<file path="config.mk">
export PLATFORM = sky130hd
export DESIGN_NAME = serial_subtractor_flat
export DESIGN_NICKNAME = d
export VERILOG_FILES = /design/src/rtl/serial_subtractor_if.sv /design/src/rtl/serial_subtractor.sv /design/src/flat_wrapper.sv
export SDC_FILE = /design/constraint.sdc
export NUM_CORES = 1
export LEC_CHECK = 0
export ABC_AREA = 1
export CAP_MARGIN = 15
export CORE_AREA = 2 2 64 66
export CTS_CLUSTER_DIAMETER = 80
export DETAILED_ROUTE_END_ITERATION = 10
export DIE_AREA = 0 0 66 68
export PLACE_DENSITY_LB_ADDON = 0.2
export SYNTH_ARGS = -nofsm -noshare
export SYNTH_HDL_FRONTEND = slang
export SYNTH_SLANG_ARGS = --single-unit
</file>
<file path="constraint.sdc">
create_clock -name clk -period 1.1 [get_ports clk]
set_clock_uncertainty 0.05 [all_clocks]
set_input_delay 0.275 -clock clk [delete_from_list [all_inputs] [get_ports clk]]
set_output_delay 0.275 -clock clk [all_outputs]
set_load 0.005 [all_outputs]
</file>
<file path="src/rtl/serial_subtractor_if.sv">
// Operand and result handshake bundle for serial_subtractor.
// The master drives operands and accepts results; the slave is the subtractor.
interface serial_subtractor_if #(
    parameter int WIDTH = 8
);
    logic             in_valid;
    logic             in_ready;
    logic [WIDTH-1:0] a;
    logic [WIDTH-1:0] b;
    logic             out_valid;
    logic             out_ready;
    logic [WIDTH-1:0] diff;
    logic             borrow_out;
    logic             busy;

    modport master (
        output in_valid, a, b, out_ready,
        input  in_ready, out_valid, diff, borrow_out, busy
    );

    modport slave (
        input  in_valid, a, b, out_ready,
        output in_ready, out_valid, diff, borrow_out, busy
    );
endinterface

</file>
<file path="src/rtl/serial_subtractor.sv">
// Bit-serial two's-complement subtractor: computes a - b one bit per clock,
// LSB first, using a single borrow flip-flop. The result is copied into
// dedicated output registers on the last bit, so diff/borrow_out stay put
// while the shifters are reused for the next operation.
module serial_subtractor #(
    parameter int WIDTH = 8
) (
    input  logic                clk,
    input  logic                rst_n,
    serial_subtractor_if.slave  bus
);

    localparam int CNT_W = $clog2(WIDTH + 1);

    typedef enum logic [1:0] {
        IDLE = 2'd0,
        RUN  = 2'd1,
        DONE = 2'd2
    } state_t;

    state_t           state;
    state_t           state_next;

    logic [WIDTH-1:0] a_sh;
    logic [WIDTH-1:0] b_sh;
    logic [WIDTH-1:0] diff_sh;
    logic [WIDTH-1:0] diff_q;
    logic             borrow;
    logic             borrow_q;
    logic [CNT_W-1:0] cnt;

    logic             a0;
    logic             b0;
    logic             d;
    logic             borrow_next;
    logic             last_bit;
    logic [WIDTH-1:0] diff_sh_next;
    logic [WIDTH-1:0] a_shift;
    logic [WIDTH-1:0] b_shift;

    // One full-subtractor cell plus the shifted register images for this bit.
    // Shifting with >> and then patching the MSB keeps WIDTH=1 legal.
    always_comb begin
        a0           = a_sh[0];
        b0           = b_sh[0];
        d            = a0 ^ b0 ^ borrow;
        borrow_next  = (~a0 & b0) | (~(a0 ^ b0) & borrow);
        a_shift      = a_sh >> 1;
        b_shift      = b_sh >> 1;
        diff_sh_next = diff_sh >> 1;
        diff_sh_next[WIDTH-1] = d;
        last_bit     = (cnt == CNT_W'(WIDTH - 1));
    end

    // State register; reset abandons any operation in flight.
    always_ff @(posedge clk or negedge rst_n) begin
        if (!rst_n) begin
            state <= IDLE;
        end else begin
            state <= state_next;
        end
    end

    // Next-state decode: accept in IDLE, serialise in RUN, hold result in DONE.
    always_comb begin
        state_next = state;
        case (state)
            IDLE:    if (bus.in_valid)  state_next = RUN;
            RUN:     if (last_bit)      state_next = DONE;
            DONE:    if (bus.out_ready) state_next = IDLE;
            default: state_next = IDLE;
        endcase
    end

    // Datapath: load operands on accept, shift one bit per RUN cycle, and
    // latch the finished result into the output registers on the last bit.
    always_ff @(posedge clk or negedge rst_n) begin
        if (!rst_n) begin
            a_sh     <= '0;
            b_sh     <= '0;
            diff_sh  <= '0;
            diff_q   <= '0;
            borrow   <= 1'b0;
            borrow_q <= 1'b0;
            cnt      <= '0;
        end else begin
            case (state)
                IDLE: begin
                    if (bus.in_valid) begin
                        a_sh   <= bus.a;
                        b_sh   <= bus.b;
                        borrow <= 1'b0;
                        cnt    <= '0;
                    end
                end
                RUN: begin
                    a_sh    <= a_shift;
                    b_sh    <= b_shift;
                    diff_sh <= diff_sh_next;
                    borrow  <= borrow_next;
                    cnt     <= cnt + CNT_W'(1);
                    if (last_bit) begin
                        diff_q   <= diff_sh_next;
                        borrow_q <= borrow_next;
                    end
                end
                default: begin
                end
            endcase
        end
    end

    // Handshake flags decode straight from state; in_ready is also gated by
    // reset so nothing is offered while the block is held in reset.
    assign bus.in_ready   = (state == IDLE) && rst_n;
    assign bus.out_valid  = (state == DONE);
    assign bus.busy       = (state == RUN);
    assign bus.diff       = diff_q;
    assign bus.borrow_out = borrow_q;

endmodule
</file>
<file path="src/flat_wrapper.sv">
// flat-port wrapper written by rule: the top's interface ports become plain ports
module serial_subtractor_flat 
#(
    parameter int WIDTH = 8
)
  (clk, rst_n, bus_in_valid, bus_a, bus_b, bus_out_ready, bus_in_ready, bus_out_valid, bus_diff, bus_borrow_out, bus_busy);
  serial_subtractor_if #(.WIDTH(WIDTH)) bus_i ();
  input  logic clk;
  input  logic rst_n;
  input wire logic [$bits(bus_i.in_valid)-1:0] bus_in_valid;
  input wire logic [$bits(bus_i.a)-1:0] bus_a;
  input wire logic [$bits(bus_i.b)-1:0] bus_b;
  input wire logic [$bits(bus_i.out_ready)-1:0] bus_out_ready;
  output wire logic [$bits(bus_i.in_ready)-1:0] bus_in_ready;
  output wire logic [$bits(bus_i.out_valid)-1:0] bus_out_valid;
  output wire logic [$bits(bus_i.diff)-1:0] bus_diff;
  output wire logic [$bits(bus_i.borrow_out)-1:0] bus_borrow_out;
  output wire logic [$bits(bus_i.busy)-1:0] bus_busy;
  assign bus_i.in_valid = bus_in_valid;
  assign bus_i.a = bus_a;
  assign bus_i.b = bus_b;
  assign bus_i.out_ready = bus_out_ready;
  assign bus_in_ready = bus_i.in_ready;
  assign bus_out_valid = bus_i.out_valid;
  assign bus_diff = bus_i.diff;
  assign bus_borrow_out = bus_i.borrow_out;
  assign bus_busy = bus_i.busy;
  serial_subtractor #(.WIDTH(WIDTH)) u_core (.clk(clk), .rst_n(rst_n), .bus(bus_i));
endmodule
</file>
==> run metrics <==
status finished with violations; failing checks negative setup slack; via count of the first global-routing pass 1756; worst slack after detailed placement -0.355 ns; Synth warnings 0; maximum number of pins on one net before global-route repair 40; Net Sw Power 4.02 mW; GRT Resource Usage Total 0.293; CTS root buf clkbuf_8; initial antenna violation count 0; Final Setup Violations 51; post-layout min period 1.43 ns; number of placement rows 23; global-route wire length before repair 9.27 mm; area inside the core boundary 0.00386 mm^2; sequential share of power 0.279; Core Util, Final 0.854; Switching Share 0.426; final setup margin -0.335 ns; Area growth syn-to-layout 96.1%; Critical path buffers and inverters 0; power density cells 2860 mW/mm^2; Max clock buf depth 2; CTS Buf Count 5; non-filler instance count after layout 328; iteration count of the initial detailed-routing pass 4; Final Net Count 299; number of nets produced by synthesis 213; Max VDD drop 0.00143 V; Final Max Tran Viols 0; crit-path leading delay family simple AND/OR/NAND/NOR gates; synthesized area 0.00168 mm^2; total power after layout 9.43 mW; DRT Wirelength 7.19 mm; final setup TNS -9.15 ns; insertion delay to the later sink of the worst-skew pair 0.30 ns; crit-path max FO 5; max incr delay on CP 0.43 ns; number of top-level design ports 32; TritonCTS clock tree built; Critical Path AT 1.55 ns; most common library cell in the layout ignoring fill and taps nand2_1; RSZ-0062 raised after global routing yes; most frequent cells in the layout nand2_1, dfrtp_1, buf_4; wire length per cell after detailed routing 21.9 um; Post-Synthesis Mean Instance Area 8.80 um^2; class of the tightest hold or removal check input port to async pin; actual transition at the worst max-transition pin 0.505 ns; CP endpoint kind flop; cells along the critical path ha_4 -> nand2_4 -> nor2_4 -> nand2_8 -> nand2_1 -> nand2_1; DRC marker count from the first detailed-route iteration 166; max-slew headroom at the worst pin 0.664; overflow left after global routing 0; Placed Cells 284; sequential share of the synthesized area 0.581; hold bufs inserted after CTS 0; cell internal pwr 5.41 mW; FMAX 697 MHz; Static Leakage 1.67 nW; most used cell, CP nand2_1; full die area 0.00449 mm^2; startpoint class of the critical path flop; combinational share of power 0.618; register bit total from synthesis 39; Clk pin slew, worst setup/hold paths 0.08 ns; die height 68 um; depth of the CTS H-tree 2; final HPWL from detailed placement 2.24 mm; count of cell types in the netlist 21; antenna-violating nets left 0; fraction of power consumed by the clock network 0.102; Final Hold Violating Endpoints 0; remaining design rule violation count 0; total number of vias 1850; Routability Congestion 0.781; Max Cap Viol 0; path type of the worst setup path flop to flop; cell with the largest stage delay on the worst path dfrtp_1; Data required, critical path 1.22 ns; clock sink count 39; horizontal extent of the die 66 um; fraction of final layout cells with drive strength greater than 1 0.590; number of antenna repair diodes 0; initial core utilization 0.436; ratio of final minimum period to clock period 1.30; number of standard cells after synthesis 191; total of buffers placed on input and output ports 31; ratio of routed vias to standard cells 5.64
## worst reg2reg max path, stage by stage, from the launching register on
cell	delay [ns]
dfrtp_1	0.43
ha_4	0.19
nand2_4	0.07
nor2_4	0.26
nand2_8	0.12
nand2_1	0.10
nand2_1	0.10
## power groups by stage
stage          registers [mW]  logic (mW)  clock network, mW
2_1_floorplan            2.36        1.35                  0
3_3_place_gp             2.36        2.44                  0
3_5_place_dp             2.38        2.47                  0
4_1_cts                  2.43        4.85              0.945
5_1_grt                  2.66        6.09               1.02
6_report                 2.64        5.83              0.963
## timing repair
item                       4_1_cts  5_1_grt
resized for setup              177       48
buffers inserted                20       10
gates cloned                    10        0
setup endpoints to repair       51       51
pin swaps                       21       34
## final timing paths
path / start / to / slack (ns) / cells past startpoint
min in group clk: u_core.diff_sh[6] / u_core.bus.diff[5] / 0.43 / 2
worst min-delay path: rst_n / u_core.bus.diff[2] / 0.001 / 2
worst min register to register: u_core.diff_sh[6] / u_core.bus.diff[5] / 0.43 / 2
max in group asynchronous: rst_n / u_core.a_sh[4] / 0.64 / 2
worst max register to register: u_core.cnt[0] / u_core.bus.borrow_out / -0.33 / 6
worst max-delay path: u_core.cnt[0] / u_core.bus.borrow_out / -0.33 / 6
## registers in the layout, summed over array words and instances (netlist names)
name and cells:
u_core.a_sh 8, u_core.b_sh 8, u_core.bus.diff 8, u_core.diff_sh 7, u_core.cnt 4, u_core.state 2
u_core.borrow 1, u_core.bus.borrow_out 1
## per-layer routing
metal  track usage  up-vias  routed length, um
li1              -      796                  -
met1         0.358      921               2560
met2         0.501       96               3840
met3        0.0658       37                436
met4         0.133        0                362
met5             0        -                  0
## per-stage QoR
step                area (um^2)  hold WS (ns)
finish                     3290       0.00115
global route               3290        0.0605
floorplan                  1690       -0.0706
detailed placement         2170         0.345
global placement           2170         0.346
CTS                        3090        0.0340
## cells by family after synthesis
logic type | after synthesis | synth area share
DFF | 39 | 0.581
buffers and inverters | 17 | 0.0477
AOI/OAI and AO/OA | 11 | 0.0365
adders and majority gates | 2 | 0.0194
and+or+nand+nor | 122 | 0.316
## layout make-up
cell class | count | area (um^2)
Clock buffer | 7 | 76.3
Fill cell | 198 | 562
Inverter | 9 | 41.3
Clock inverter | 1 | 5.00
Sequential cell | 39 | 976
Tap cell | 50 | 62.6
Timing Repair Buffer | 85 | 926
Multi-Input combinational cell | 137 | 1210
## synth_stat cells, drive strengths merged
master	instances	area [um^2]
a21oi	1	5.00
buf	5	35.0
clkbuf	3	11.3
dfrtp	39	976
fa	1	20.0
ha	1	12.5
inv	9	33.8
nand2	78	295
nand3	36	180
nand4	1	6.26
nor2	6	41.3
nor3b	1	7.51
o21ai	7	35.0
o21bai	1	7.51
o22ai	1	6.26
o31ai	1	7.51
No activity file was read; power rests on OpenSTA's default activity.
